File: src/rtl/quad_step_gen.sv
// Quadrature step generator: each accepted step plays one Gray-coded detent on {B,A}.
// It can add contact bounce on the changing bit and tracks the detent position.
module quad_step_gen #(
  parameter int PHASE_CYCLES  = 50000,
  parameter int BOUNCE_EDGES  = 0,
  parameter int BOUNCE_CYCLES = 16
) (
  input  logic       clk,
  input  logic       rst,
  input  logic       step_valid,
  input  logic       step_dir,
  output logic       step_ready,
  output logic [1:0] ab_out,
  output logic       busy,
  output logic       step_done,
  output logic [7:0] pos
);

  localparam int CW    = $clog2(PHASE_CYCLES);
  localparam int BSEGS = 2 * BOUNCE_EDGES;
  localparam int SW    = (BSEGS > 1) ? $clog2(BSEGS + 1) : 1;
  localparam int BW    = (BOUNCE_CYCLES > 1) ? $clog2(BOUNCE_CYCLES) : 1;
  localparam logic [CW-1:0] LAST     = CW'(PHASE_CYCLES - 1);
  localparam logic [SW-1:0] SEG_END  = SW'(BSEGS);
  localparam logic [BW-1:0] BCNT_END = BW'(BOUNCE_CYCLES - 1);

  typedef enum logic [2:0] {IDLE, PH0, PH1, PH2, PH3} state_t;

  state_t        r_state, w_state_nxt;
  logic [CW-1:0] r_cnt;
  logic          r_dir;
  logic [SW-1:0] r_bseg;
  logic [BW-1:0] r_bcnt;
  logic [1:0]    r_chg;
  logic          w_tc, w_accept, w_phase_start;
  logic [1:0]    w_code;

  // CCW order is 01,11,10,00; CW is the same walk with A and B swapped.
  function automatic logic [1:0] phase_code(input logic dir, input logic [1:0] ph);
    logic [1:0] g;
    case (ph)
      2'd0:    g = 2'b01;
      2'd1:    g = 2'b11;
      2'd2:    g = 2'b10;
      default: g = 2'b00;
    endcase
    return dir ? {g[0], g[1]} : g;
  endfunction

  assign w_tc     = (r_cnt == LAST);
  assign w_accept = step_valid && (r_state == IDLE);

  always_comb begin
    w_state_nxt   = r_state;
    w_phase_start = 1'b0;
    w_code        = 2'b00;
    case (r_state)
      IDLE: if (w_accept) begin
        w_state_nxt = PH0; w_phase_start = 1'b1; w_code = phase_code(step_dir, 2'd0);
      end
      PH0: if (w_tc) begin
        w_state_nxt = PH1; w_phase_start = 1'b1; w_code = phase_code(r_dir, 2'd1);
      end
      PH1: if (w_tc) begin
        w_state_nxt = PH2; w_phase_start = 1'b1; w_code = phase_code(r_dir, 2'd2);
      end
      PH2: if (w_tc) begin
        w_state_nxt = PH3; w_phase_start = 1'b1; w_code = phase_code(r_dir, 2'd3);
      end
      PH3: if (w_tc) w_state_nxt = IDLE;
      default: w_state_nxt = IDLE;
    endcase
  end

  always_ff @(posedge clk or posedge rst) begin
    if (rst) begin
      r_state    <= IDLE;
      r_cnt      <= '0;
      r_dir      <= 1'b0;
      r_bseg     <= '0;
      r_bcnt     <= '0;
      r_chg      <= 2'b00;
      ab_out     <= 2'b00;
      pos        <= 8'h00;
      step_ready <= 1'b1;
      busy       <= 1'b0;
      step_done  <= 1'b0;
    end else begin
      r_state    <= w_state_nxt;
      step_ready <= (w_state_nxt == IDLE);
      busy       <= (w_state_nxt != IDLE);
      step_done  <= (r_state == PH3) && w_tc;
      if (w_accept) r_dir <= step_dir;
      if (r_state == IDLE || w_tc) r_cnt <= '0;
      else                         r_cnt <= r_cnt + 1'b1;
      if (r_state == PH2 && w_tc) pos <= r_dir ? pos - 8'd1 : pos + 8'd1;
      // Bounce: toggle the changing bit at each segment end until 2N toggles land back on the new code.
      if (w_phase_start) begin
        ab_out <= w_code;
        r_chg  <= w_code ^ ab_out;
        r_bseg <= '0;
        r_bcnt <= '0;
      end else if (r_state != IDLE && r_bseg != SEG_END) begin
        if (r_bcnt == BCNT_END) begin
          r_bcnt <= '0;
          r_bseg <= r_bseg + 1'b1;
          ab_out <= ab_out ^ r_chg;
        end else begin
          r_bcnt <= r_bcnt + 1'b1;
        end
      end
    end
  end

endmodule

File: config.mk
export PLATFORM = sky130hd
export DESIGN_NAME = quad_step_gen
export DESIGN_NICKNAME = d
export VERILOG_FILES = /design/src/rtl/quad_step_gen.sv
export SDC_FILE = /design/constraint.sdc
export NUM_CORES = 1
export LEC_CHECK = 0
export ABC_AREA = 1
export BUFFER_PORTS_ARGS = -buffer_cell sky130_fd_sc_hd__buf_2
export CAP_MARGIN = 20
export CORE_MARGIN = 5
export CORE_UTILIZATION = 60
export DETAILED_ROUTE_END_ITERATION = 10
export GPL_ROUTABILITY_DRIVEN = 0
export GPL_TIMING_DRIVEN = 0
export MAX_ROUTING_LAYER = met4
export PLACE_DENSITY_LB_ADDON = 0.15
export SYNTH_ARGS = -nofsm -noshare
export SYNTH_HDL_FRONTEND = slang
export SYNTH_SLANG_ARGS = --single-unit
File: constraint.sdc
create_clock -name clk -period 1.9 [get_ports clk]
set_input_delay 0.38 -clock clk [delete_from_list [all_inputs] [get_ports clk]]
set_output_delay 0.38 -clock clk [all_outputs]
set_load 0.1 [all_outputs]
Word-level counts from Yosys, hierarchy flattened

Index checks and enable logic that the tools add are counted.

Mux-type cells: 26
Add/subtract/negate cells: 5
Multiply operators: 0
Magnitude comparators: 0
Equal/unequal tests: 6
Bitwise logic cells: 2
Div/mod/pow operators: 0
Shift operators: 0
Reductions and logical operators: 13

Operators with widths:

| cell                                                                   | number |
|---|---|
| 16-bit by 1-bit adder with 16-bit output (second input constant)       | 1 |
| 16-bit equality test (second input constant)                           | 1 |
| 16-bit two-way mux                                                     | 1 |
| 2-bit two-way mux                                                      | 8 |
| 3-bit two-way mux                                                      | 5 |
| 3-bit one-hot mux with 5 select lines                                  | 1 |
| 4-bit two-way mux                                                      | 3 |
| 8-bit by 1-bit adder with 8-bit output (second input constant)         | 1 |
| 8-bit two-way mux                                                      | 1 |
| 8-bit by 1-bit subtractor with 8-bit output (second input constant)    | 1 |
| 3-bit by 2-bit equality test with 1-bit output (second input constant) | 2 |
| 3-bit logical NOT                                                      | 2 |
| 2-bit one-hot mux with 3 select lines                                  | 1 |
| 3-bit nonzero test                                                     | 2 |
| 1-bit two-way mux                                                      | 5 |
| 4-bit by 1-bit adder with 4-bit output (second input constant)         | 1 |
| 4-bit equality test (second input constant)                            | 1 |
| 1-bit logical AND                                                      | 4 |
| 2-bit nonzero test                                                     | 2 |
| 2-bit bitwise XOR                                                      | 2 |
| 3-bit by 1-bit equality test with 1-bit output (second input constant) | 1 |
| 3-bit equality test (second input constant)                            | 1 |
| 3-bit OR reduction                                                     | 1 |
| 1-bit one-hot mux with 2 select lines                                  | 1 |
| other kinds (3)                                                        | 3 |

Input port bits: 4
Bits in registers: 40
Latch bits: 0
Memory bits (read-only): 0
Memories: 0
Word-level logic and storage cells: 63
Output and inout port bits: 13
Memory bits (writable): 0

Logic depth before layout (Yosys ltp)

Gate-level depths: netlist of the first run.

Word-level depth: 6
Gate-level depth with buffers: 11
Mapped depth without buffers: 11

Worst setup path before layout of the first run

No wires, ideal clock.

Path type: register -> register
Start: register pos[0]
End: register pos[6]
Buffers on the path: 0
Cell stages (with the launch flop): 9
Clock period less this slack: 2.107 ns
Arrival: 1.987 ns
Data required time: 1.780 ns
Path slack: -0.207 ns
Library setup time: 0.120 ns
Cells stage by stage: dfrtp_1 inv_1 fa_1 inv_1 nand4_1 nand3_1 nand2_1 nand3_1 nand2_1

Longest elaborated chain between the ends: 2
Elaborated cells between the ends (all ways): 3
Those cells by class: 2 x add/sub; 1 x mux

RTL lines:

| what                                                                                                  | RTL line | RTL |
|---|---|---|
| from (decl)                                                                                           | 16       | `output logic [7:0] pos` |
| from (signal assigned)                                                                                | 96       | `if (r_state == PH2 && w_tc) pos <= r_dir ? pos - 8'd1 : pos + 8'd1;` |
| 8-bit by 1-bit adder with 8-bit output or 8-bit by 1-bit subtractor with 8-bit output (tied branches) | 96       |  |
| 8-bit two-way mux (*)                                                                                 | 96       |  |

Every way passes the cells marked *; elsewhere a longest branch is shown, timed or not.
A chain may end at the register's enable or synchronous reset.

Worst setup path in the final report of the first run

Start: register r_cnt[0]
End: register r_cnt[8]

Longest elaborated chain between the ends: 3
Elaborated cells between the ends (all ways): 4
Those cells by class: 1 x add/sub; 1 x eq/ne; 1 x mux; 1 x reduce/logical

RTL lines:

| what                                                                                             | RTL line | RTL |
|---|---|---|
| from (decl)                                                                                      | 30       | `logic [CW-1:0] r_cnt;` |
| from (signal assigned)                                                                           | 95       | `else r_cnt <= r_cnt + 1'b1;` |
| parallel branches: the longest is 2 deep, another holds 16-bit by 1-bit adder with 16-bit output | -        |  |
| 16-bit two-way mux (*)                                                                           | 94       | `if (r_state == IDLE \|\| w_tc) r_cnt <= '0;` |

Mark *: on every way between the ends.

==> results of run 1 <==
## synthesized netlist by cell type, types with 2 or more instances
cell type                  count
sky130_fd_sc_hd__a21oi_1       7
sky130_fd_sc_hd__dfrtp_1      39
sky130_fd_sc_hd__ha_1          8
sky130_fd_sc_hd__inv_1        42
sky130_fd_sc_hd__inv_2         2
sky130_fd_sc_hd__nand2_1      74
sky130_fd_sc_hd__nand2_2       6
sky130_fd_sc_hd__nand2_4       2
sky130_fd_sc_hd__nand3_1      26
sky130_fd_sc_hd__nand3_2       2
sky130_fd_sc_hd__nand4_1       6
sky130_fd_sc_hd__nor2_1       41
sky130_fd_sc_hd__nor2_2        6
sky130_fd_sc_hd__nor3_1        7
sky130_fd_sc_hd__nor3b_1       3
sky130_fd_sc_hd__o211ai_1      2
sky130_fd_sc_hd__o21a_1        2
sky130_fd_sc_hd__o21ai_0       4
sky130_fd_sc_hd__o21ai_1       2
sky130_fd_sc_hd__o21ai_2       3
sky130_fd_sc_hd__o21bai_1      2
sky130_fd_sc_hd__xnor2_1       3
sky130_fd_sc_hd__xor2_1       11
## repair_timing
item / in CTS / in global routing
hold buffers: 0 / 0
endpoints found under the setup margin: 0 / 1
gates resized for setup: 0 / 1
buffers inserted: 0 / 0
## power breakdown
part | internal (mW) | switching (mW)
clock network | 0.261 | 0.288
registers | 0.851 | 0
logic | 0.00252 | 0.0178
total | 1.11 | 0.306
## cell families (layout without fill, tap and decap cells)
kind of cell / Yosys count / count (layout)
adders and majority gates: 9 / 9
DFF: 40 / 40
buffers and inverters: 47 / 71
AOI/OAI and AO/OA: 24 / 24
and+or+nand+nor: 177 / 177
xor gates and xnor gates: 14 / 14
## path summary, 6_finish.rpt
path | startpoint | end | slack, ns | cells past startpoint
setup / recovery | r_cnt[0] | r_cnt[8] | 0.20 | 7
hold / removal | rst | r_cnt[11] | 0.24 | 2
setup reg to reg | r_cnt[0] | r_cnt[8] | 0.20 | 7
hold reg to reg | r_cnt[0] | r_cnt[0] | 0.46 | 1
max in group asynchronous | rst | pos[4] | 1.07 | 2
min in group clk | step_dir | r_dir | 0.35 | 3
## registers in the layout (all words and copies together), names as in the netlist
signal	cells
r_cnt	16
pos	8
r_bcnt	4
r_state	3
ab_out	2
r_chg	2
busy	1
r_bseg	1
r_dir	1
step_done	1
step_ready	1
## worst max-delay path, delay by kind of cell (launching register included)
kind	cells	cell delay, ns
fa+ha+maj	1	0.23
buf+inv	1	0.20
flops	1	0.38
simple gates	5	0.78
## through the flow
| stage | setup TNS (ns) | power (mW) |
|---|---|---|
| floorplan | 0 | 0.8803 |
| global placement | -0.3575 | 0.8888 |
| detailed placement | 0 | 0.8893 |
| CTS | 0 | 1.439 |
| global route | 0 | 1.480 |
| finish | 0 | 1.420 |
## area by class of cell
cell class              instances  area share
repair buffers                 16     0.03023
flip-flops and latches         40      0.3821
plain buffers                   2    0.007085
well taps                      50     0.02362
multi-input cells             224      0.4587
clock inverters                 2    0.006141
inverters                      45     0.06471
clock buffers                   6     0.02740
## metal layers
metal / up-vias / GRT usage / routed length [um]
met5: - / - / 0
met4: 0 / 0.07445 / 85
met3: 9 / 0.03420 / 201
met2: 41 / 0.3347 / 2280
met1: 926 / 0.2548 / 2154
li1: 1025 / - / -
==> results by stage, run 1 <==
Yosys:
- After synthesis, the largest family of logic cells by area is simple AND/OR/NAND/NOR gates.
- The share of the synthesized netlist area taken by xor and xnor gates is 0.05094.
- Yosys attributes the largest share of cell area to sky130_fd_sc_hd__dfrtp_1 41%, sky130_fd_sc_hd__nand2_1 12%, sky130_fd_sc_hd__inv_1 6.5%.
- For this run, the leading register cell type out of synthesis is sky130_fd_sc_hd__dfrtp_1.
- The count of synthesis-stage warnings from yosys is 0.
- The post-synthesis share of cell area spent on and, or, nand and nor gates is 0.3358.
- The fraction of synthesis flops using an asynchronous set or reset pin is 1.000.
- The number of instances in the synthesized netlist is 311.
- The proportion of synthesized area in mux cells is 0.
- The cell area after synthesis is 2407 um^2.
- Of the synthesized area, sequential elements account for 0.4163.
- The flop and latch count out of synthesis is 40.
- The largest area contributor in the synthesized netlist is sky130_fd_sc_hd__dfrtp_1.
- The adder-cell share of the synthesized area is 0.04990.
- The proportion of netlist area held by the largest area contributor is 0.4054.
- The compound-cell area share of the yosys netlist was 0.06809.
- In this run the mean area of a mapped cell was 7.741 um^2.
- The number of synthesized flops with an enable pin is 0.
- The number of distinct library cells after synthesis is 34.
- The number of nets handed over by synthesis was roughly 320.

Layout:
- Measured on the finished design, the core utilization comes to 0.6719.
- The count of fill cells added during filler insertion is 329.
- The footprint of the flip-flops and latches is 1012 um^2.
- The multi-input combinational cell area is 1215 um^2.
- The library cell used most frequently in the layout, excluding fill and tap cells, is sky130_fd_sc_hd__nand2_1.
- The final design instance area without fill is 2649 um^2.
- In the layout the commonest cells are 74 x sky130_fd_sc_hd__nand2_1, 41 x sky130_fd_sc_hd__inv_1, 41 x sky130_fd_sc_hd__nor2_1, 31 x sky130_fd_sc_hd__dfrtp_1, 26 x sky130_fd_sc_hd__nand3_1.
- Compared with the post-synthesis result, the final layout area differs by 10.03%.
- The share of cells above drive strength 1 is 0.1851.
- The number of nets in the layout is ~350.
- The finished layout holds 385 standard cells, fillers aside.
- The repair_antennas step left the layout with diodes totalling 0.

Place:
- Once detailed placement completed, the half-perimeter wirelength came to 3636 um.
- The post-placement cell count is 377.
- The post-placement worst setup slack is ~0.14 ns.
- The count of buffers from port buffering is 16.
- The placed instances occupy a cell area of 2559 um^2.

STA:
- At the pin with the least slew margin, the transition time is 0.8223 ns.
- The post-route fraction of the period consumed by the critical path is 0.8959.
- The number of hold violations in the final report is 0.
- Hold is met by 0.2433 ns.
- Setup violations remaining at the end of the flow were counted as 0.
- Setup repair after global routing left no endpoint under its margin.
- The relative slew slack is 0.4510.
- Across all setup checks in the final design, the least slack found is around 0.2 ns.
- The fmax is a little under 0.6 GHz.
- Subtracting the final worst setup slack from the clock period gives 1.702 ns.
- The worst-case clock skew is roughly 0.0079 ns.
- The number of pins exceeding their max-slew limit in the final report came to 0.

Floorplan:
- The die covers 5379 um^2.
- The initial core utilization is 0.6106.
- In this run the count of I/O pins placed on the die edge is 17.
- In this run the core area contains 23 standard-cell rows.
- The core region is 3943 um^2.
- The die span in y is 73.34 um.
- The die extent in x is 73.34 um.

CTS:
- The total clock buffers created by CTS is 5.
- The tree is rooted in a sky130_fd_sc_hd__clkbuf_8.
- In this run the deepest clock path goes through 2 buffers.
- Clock-pin slew was measured on the worst setup and hold paths at ~0.08 ns.
- The tree built by TritonCTS fans out to 40 sinks.
- The deepest level of the CTS H-tree is 2.
- The TritonCTS clock tree is done.
- The clock reaches the later pin of the worst-skew pair after 0.29 ns.

Critical path:
- For this design, the slowest cell found on the critical path is sky130_fd_sc_hd__dfrtp_1.
- For this run, the slowest stage of the critical path takes 0.38 ns.
- Traced cell by cell, the critical path runs through ha_1 > nand3_2 > nor2_1 > nand2_1 > nand2_2 > buf_4 > nor2_1.
- The endpoint type of the worst setup path is a flop.
- In this run the worst path has a maximum fanout of 10.
- The required time reported for the critical path endpoint is 2.07 ns.
- The critical path is of the reg2reg type.
- The data arrival at the endpoint of the critical path is 1.88 ns.
- The cell repeated most along the worst path is sky130_fd_sc_hd__nor2_1.
- The sort of element at the start of the critical path is a flop.

Routing:
- The first detailed-routing pass ran for 4 iterations.
- The count of nets left with antenna violations after detail routing is 0.
- The detailed router placed 2,001 vias in this run.
- The detailed router finished its first iteration with 127 violations.
- The final routed DRC violation total is 0.
- Dividing the detail-routed via count by the number of cells gives approximately 5.2.
- The total length of routed wires is around 4700 um.
- After detailed routing, the average wire length per cell comes to 12.26 um.

Run status:
- The run finished with clean final reports.

Power:
- For this design the ratio of total power to cell area is 536.2 nW/um^2.
- In this run the static leakage power is between 1 and 1.5 nW.
- The highest ir drop seen on vdd is 405.8 uV.

Global routing:
- The initial antenna violation count is 0.
- For this run, the total global-route usage over all layers was measured as 0.2043.
- The maximum number of pins on one net before global-route repair is 41.
- The total overflow left after global routing is 0.
- The first global-routing pass estimated about 8400 um of wire.
- The number of global-route vias before repair came to 1,964.

Hold path:
- The type of the worst min-delay path is in2async.

Run:
- The count of max-cap constraint violations is 0.
Power figures use the tool's default switching activity.
==> inputs of run 2 (changes only) <==
--- a/config.mk
+++ b/config.mk
@@ -6,11 +6,11 @@
 export NUM_CORES = 1
 export LEC_CHECK = 0
 export ABC_AREA = 1
-export BUFFER_PORTS_ARGS = -buffer_cell sky130_fd_sc_hd__buf_2
 export CAP_MARGIN = 20
 export CORE_MARGIN = 5
-export CORE_UTILIZATION = 60
+export CORE_UTILIZATION = 63
 export DETAILED_ROUTE_END_ITERATION = 10
+export DONT_BUFFER_PORTS = 1
 export GPL_ROUTABILITY_DRIVEN = 0
 export GPL_TIMING_DRIVEN = 0
 export MAX_ROUTING_LAYER = met4
==> run 2 against run 1 <==
Compared with the run above: sequential share of layout area rose by 0.77 points; sequential power barely moved; first-iteration DRC count rose by 1.6%; wire length fell by 1.7%; combinational power fell by 20%; clock power rose by 5.5%; setup slack got worse by 0.087 ns; total power rose by 1.8%; flip-flop and latch count did not move; global-route usage fell by 0.59 points; cell area fell by 0.52%.
==> results by stage, run 2 (same netlist as run 1, synthesis figures left out) <==
Routing:
- Summed over all nets, wire length on met2 after detailed routing comes to 2230 um.
- In the final routed layout, each cell accounts on average for roughly 13 um.
- After detailed routing, the total wire length is 4642 um.
- The final routed DRC violation total is 0.
- The per-cell via count in the routed design is 5.272.
- The total number of vias is 1,935.
- The count of nets left with antenna violations after detail routing is 0.
- In this run, the number of DRC markers left after iteration 0 of detailed routing was roughly 130.
- The met1 wire length is about 2100 um.
- The top layer used by detailed routing is met4.
- The length of the first detailed-routing pass in iterations is 4.
- The routed wire length on met3 is 268 um.

Layout:
- The relative area change from synthesis to final layout is 9.460%.
- The most frequent standard cell in the layout excluding fill and tap cells is sky130_fd_sc_hd__nand2_1.
- The count of antenna diodes in the layout is 0.
- In the final layout, the registers with the most flip-flops are r_cnt x16, pos x8, r_bcnt x4.
- In the final layout, flip-flops and latches occupy 1027 um^2.
- The count of fill cells added during filler insertion is 299.
- The number of flip-flops in the largest register is 16.
- In the final design database the tool counted between 300 and 400 nets.
- The register with the most flip-flops is r_cnt.
- The share of cells above drive strength 1 is 0.1567.
- In the final layout, the multi-input gates occupy roughly 1300 um^2.
- The final design instance area without fill is 2635 um^2.
- In the layout the commonest cells are 74 x sky130_fd_sc_hd__nand2_1, 41 x sky130_fd_sc_hd__inv_1, 41 x sky130_fd_sc_hd__nor2_1, 31 x sky130_fd_sc_hd__dfrtp_1, 26 x sky130_fd_sc_hd__nand3_1.
- The count of non-filler cells in the finished layout is 367.

Critical path:
- The data arrival at the endpoint of the critical path is about 2.0 ns.
- The number of buffers and inverters on the critical path is 2.
- The slowest stage of the critical path is the sky130_fd_sc_hd__dfrtp_4 cell.
- The endpoint type of the worst setup path is a flop.
- The sort of element at the start of the critical path is a flop.
- The required time reported for the critical path endpoint is approximately 2.1 ns.
- The stage delay of the slowest cell on the critical path is 0.64 ns.
- The critical path class is reg2reg.
- The biggest fanout along the worst timing path is 4.
- On the critical path the largest part of the delay comes from flip-flops.
- The signal on the critical path passes through inv_1 > fa_2 > inv_1 > nand4_1 > nand3_1 > nand2_1 > nand3_1 > nand2_1.

CTS:
- The H-tree was split into 2 levels.
- The number of buffers added for setup after CTS is 0.
- After clock tree synthesis, the clock-pin slew on the worst setup and hold paths is 0.08 ns.
- CTS placed an instance of sky130_fd_sc_hd__clkbuf_8 at the clock tree root.
- For the worst-skew pair, the clock arrives at the later sink with an insertion delay of 0.29 ns.
- The clock sink count is 40.
- Counting the buffers created by CTS gives 5.
- The number of buffers inserted by hold repair at cts is 0.
- TritonCTS built the clock tree.
- The maximum buffer depth of the clock tree is 2.

Place:
- The cell area after placement is ~2500 um^2.
- The HPWL after detailed placement is 3382 um.
- The post-placement cell count is 359.
- Prior to clock tree synthesis, the placed netlist has a worst setup slack of between 0.007 and 0.008 ns.
- In this run the tool buffered the top-level ports with 0 buffer cells.

Global routing:
- The initial antenna violation count is 0.
- The maximum number of pins on one net before global-route repair is 41.
- The first global-routing pass estimated 7859 um of wire.
- The number of global-route vias before repair is 1,809.
- The total overflow left after global routing is 0.
- Across every metal layer, demand over resource in global routing totals 0.1984.

Power:
- The worst-case IR drop observed on VDD is 404.2 uV.
- The ratio of total power to cell area is 548.7 nW/um^2.
- The total leakage power is 1.331 nW.

STA:
- The relative slew slack is 0.3312.
- At the pin with the least slew margin, the transition time is around 1.0 ns.
- The post-route fraction of the period consumed by the critical path is 0.9415.
- The number of pins exceeding their max-slew limit in the final report was 0.
- Setup slack closes at 0.1111 ns.
- The worst-case clock skew is 0.009089 ns.
- The final setup TNS is 0 ns.
- Static timing analysis puts the maximum clock frequency at approximately 0.56 GHz.
- The number of endpoints failing setup at the final stage is 0.
- Counting I/O delays and the setup requirement, the final critical path takes 1.789 ns.
- The number of hold violations in the final report is 0.

Floorplan:
- The row count is 22.
- The initial core utilization is 0.6526.
- The floorplan step set the die width to 71.82 um.
- The die span in y is 71.82 um.
- During I/O placement, the number of pins put on the boundary was 17.
- The area of the core is 3689 um^2.
- The die outline area is 5157 um^2.

Hold path:
- The worst hold path belongs to the class in2async.

Run status:
- The run finished with clean final reports.

Run:
- Across the run, the number of max-cap violations was 0.
[run 2: cell count changes in the layout (fill, tap and decap cells not counted), sizes merged]
cell / change
clkinv: -1
clkinvlp: -1
clkbuf: +2
buf: -16
[run 2: what timing repair did]
item | 4_1_cts | 5_1_grt
endpoints found under the hold margin | 0 | 0
setup endpoints to repair | 2 | 4
resized for setup | 1 | 13
[run 2: layout make-up]
type	count	area share
Multi-Input combinational cell	224	0.4810
Tap cell	48	0.02279
Buffer	2	0.007122
Sequential cell	40	0.3898
Clock buffer	8	0.03419
Inverter	45	0.06505
[run 2: per-stage QoR]
stage                 util  hold slack (ns)  power, mW
finish              0.7144           0.1261      1.446
global route        0.7144           0.1964      1.505
CTS                 0.6964           0.1565      1.462
detailed placement  0.6713           0.4540     0.8851
global placement    0.6713           0.4512     0.8847
floorplan                -           0.4311     0.8803
[run 2: power by group]
group	total [mW]	internal, mW	switching [mW]
combinational	0.0162	0.000431	0.0158
sequential	0.851	0.851	0
clock	0.579	0.296	0.283
[run 2: final timing paths]
path                           from  endpoint  slack, ns  depth (start not counted)
setup / recovery             pos[0]    pos[6]       0.11                          8
max in group asynchronous       rst    pos[5]       1.17                          1
hold reg to reg            r_cnt[0]  r_cnt[0]       0.47                          1
setup reg to reg             pos[0]    pos[6]       0.11                          8
min in group clk           step_dir     r_dir       0.25                          2
hold / removal                  rst  r_cnt[9]       0.13                          1
[run 2: layer usage]
layer  GRT usage  vias to the layer above
met4     0.07516                        0
met5           -                        -
met3     0.05610                        7
li1            -                     1003
met1      0.2436                      889
met2      0.3102                       36
==> inputs of run 3 (changes only) <==
--- a/config.mk
+++ b/config.mk
@@ -14,7 +14,7 @@
 export GPL_ROUTABILITY_DRIVEN = 0
 export GPL_TIMING_DRIVEN = 0
 export MAX_ROUTING_LAYER = met4
-export PLACE_DENSITY_LB_ADDON = 0.15
+export PLACE_DENSITY = 0.91
 export SYNTH_ARGS = -nofsm -noshare
 export SYNTH_HDL_FRONTEND = slang
 export SYNTH_SLANG_ARGS = --single-unit
==> run 3 against run 2 <==
Compared with the run above: register-to-register slack worse by 0.04 ns; global-route usage up 2.3 points; sequential power about the same; critical path type unchanged.
==> results by stage, run 3 (same netlist as run 1, synthesis figures left out) <==
Run status:
- The run finished with clean final reports.

Critical path:
- At the worst endpoint, the arrival time is 2.06 ns.
- The end of the worst register-to-register path is pos[6].
- The path depth of the worst reg2reg path is 8.
- The largest single stage delay on the critical path is ~0.64 ns.
- The worst reg2reg path startpoint is pos[0].
- Walking the worst path, the cells encountered are inv_1 > fa_1 > inv_1 > nand4_1 > nand3_1 > or2_2 > nand3_1 > nand2_1.
- The worst register-to-register path has a setup slack of roughly 0.074 ns.
- The worst setup path is launched from a flop.
- STA puts the critical path data required time at 2.14 ns.
- Together, buffers and inverters on the worst path number 2.
- The largest individual stage delay along the critical path comes from the cell sky130_fd_sc_hd__dfrtp_4.
- The endpoint type of the worst setup path is a flop.
- Of all nets on the critical path, the largest fanout is 4.
- The critical path class is reg2reg.
- On the critical path the largest part of the delay comes from flip-flops.

Layout:
- In the final design database the tool counted 331 nets.
- The library cell used most frequently in the layout, excluding fill and tap cells, is sky130_fd_sc_hd__nand2_1.
- Of the cells placed in the final design, the portion with a size suffix greater than 1 is 0.1599.
- The count of non-filler cells in the finished layout is approximately 370.
- The count of fill cells added during filler insertion is 281.
- The register with the most flip-flops is r_cnt.
- Leaving out fill and tap cells, the most frequent cells in the layout are 74 x sky130_fd_sc_hd__nand2_1, 41 x sky130_fd_sc_hd__inv_1, 41 x sky130_fd_sc_hd__nor2_1, 31 x sky130_fd_sc_hd__dfrtp_1, 26 x sky130_fd_sc_hd__nand3_1.
- The count of antenna diodes in the layout is 0.
- From synthesis to final layout, the design area changed by 10.86%.
- The largest registers in the layout are r_cnt x16, pos x8, r_bcnt x4.
- The register with the most flip-flops in the layout has 16 of them.

Routing:
- The total length of routed wires is roughly 5200 um.
- The per-cell via count in the routed design is around 5.5.
- The count of nets left with antenna violations after detail routing is 0.
- Before antenna repair, the detailed router went through 4 iterations.
- The final route contains 2,017 vias.
- Dividing the detail-routed wire length by the instance count gives 14.26 um.
- In the routed design, unresolved DRC markers number 0.
- The detailed router finished its first iteration with 191 violations.

CTS:
- The total clock buffers created by CTS is 5.
- The clock root buffer is sky130_fd_sc_hd__clkbuf_8.
- The number of buffers inserted by hold repair at cts is 0.
- In this run the number of H-tree levels came out at 2.
- No sink is reached through more buffers than the 2 on the longest clock path.
- The total of cells resized after clock tree synthesis is 3.
- The number of buffers added for setup after CTS is 0.
- The clock reaches the later pin of the worst-skew pair after 0.29 ns.
- Clock-pin slew was measured on the worst setup and hold paths at 0.08 ns.
- Clock tree synthesis found a total of 40 sinks.
- The TritonCTS clock tree is done.

Place:
- Buffers placed on the I/O ports in this run total 0.
- The half-perimeter wire length of the detailed placement result is 3506 um.
- The post-placement cell count is 359.
- Before CTS, the worst setup slack after placement is -0.005392 ns.

Power:
- Summed over all cells, the static leakage comes to around 1.4 nW.
- The highest ir drop seen on vdd is 398.8 uV.
- Dividing total power by cell area gives a power density of 634.0 nW/um^2.

Floorplan:
- 17 I/O pins were placed.
- The row count is 22.
- In this run the vertical extent of the chip is 71.82 um.
- The floorplan step defined a die boundary enclosing around 5200 um^2.
- The area of the core is approximately 3700 um^2.
- The die extent in x is 71.82 um.
- The initial utilization of the core area, before any placement, comes to 0.6526.

STA:
- The actual transition at the worst max-transition pin is 0.9749 ns.
- The final setup slack of the worst path is 0.07402 ns.
- The relative slew slack is 0.3501.
- The final setup TNS is 0 ns.
- The number of hold violations in the final report is 0.
- The worst path in the final design needs a cycle of 1.826 ns, including I/O delays and setup.
- The worst-case clock skew is 0.003497 ns.
- Setup repair after global routing left no endpoint under its margin.
- Setup violations remaining at the end of the flow were counted as 0.
- The worst hold margin is ~0.13 ns.
- The fmax is 0.5477 GHz.
- The number of pins exceeding their max-slew limit in the final report was 0.
- Of the available clock period, the critical path in the final layout requires 0.9610.

Global routing:
- Entering global routing, the biggest net connects 41 pins.
- The overall overflow remaining after global route is 0.
- The initial antenna violation count is 0.
- The number of global-route vias before repair is between 2,000 and 2,500.
- The first global-routing pass estimated 8866 um of wire.
- The all-layer global routing usage is 0.2210.

Hold path:
- The path class of the tightest hold or removal check is in2async.

Run:
- Max-cap violations in this run came to 0.
-- run 3: cell types whose count changed in the layout (fill, tap and decap cells not counted), sizes merged --
cell	previous run	this run
bufinv	0	2
clkbuf	8	6
-- run 3: worst max-delay path by stage --
stage | slack (ns) | end | depth (start not counted) | start
CTS | 0.03 | pos[6] | 8 | pos[5]
finish | 0.07 | pos[6] | 8 | pos[0]
global route | 0.00009 | pos[6] | 8 | pos[0]
floorplan | 0.1 | pos[6] | 8 | pos[0]
global placement | 0.03 | pos[6] | 8 | pos[0]
detailed placement | -0.005 | pos[6] | 8 | pos[0]
-- run 3: layer usage --
layer / track usage / part of all wire
met1: 0.2621 / 0.41
met2: 0.3673 / 0.51
met3: 0.05470 / 0.063
met4: 0.07307 / 0.017
met5: - / 0
-- run 3: layout make-up --
class / instances / area, um^2 / share of cell area
clock inverter: 2 / 60.06 / 0.02250
tap: 48 / 60.06 / 0.02250
clock buffer: 6 / 72.57 / 0.02719
buffer: 2 / 18.77 / 0.007032
inverter: 45 / 171.4 / 0.06423
multi-input combinational: 224 / 1259 / 0.4716
sequential: 40 / 1027 / 0.3849
-- run 3: where the power goes --
group | leakage (nW) | switching, mW | internal (mW)
logic | 0.785 | 0.0159 | 0.000431
clock network | 0.0654 | 0.300 | 0.525
registers | 0.501 | 0 | 0.850
-- run 3: through the flow --
stage	instance area, um^2	power (mW)	utilization
after floorplan	2416	0.8803	-
after global placement	2476	0.8847	0.6713
after detailed placement	2476	0.8851	0.6713
after CTS	2616	1.704	0.7093
after global routing	2669	1.744	0.7235
final	2669	1.692	0.7235
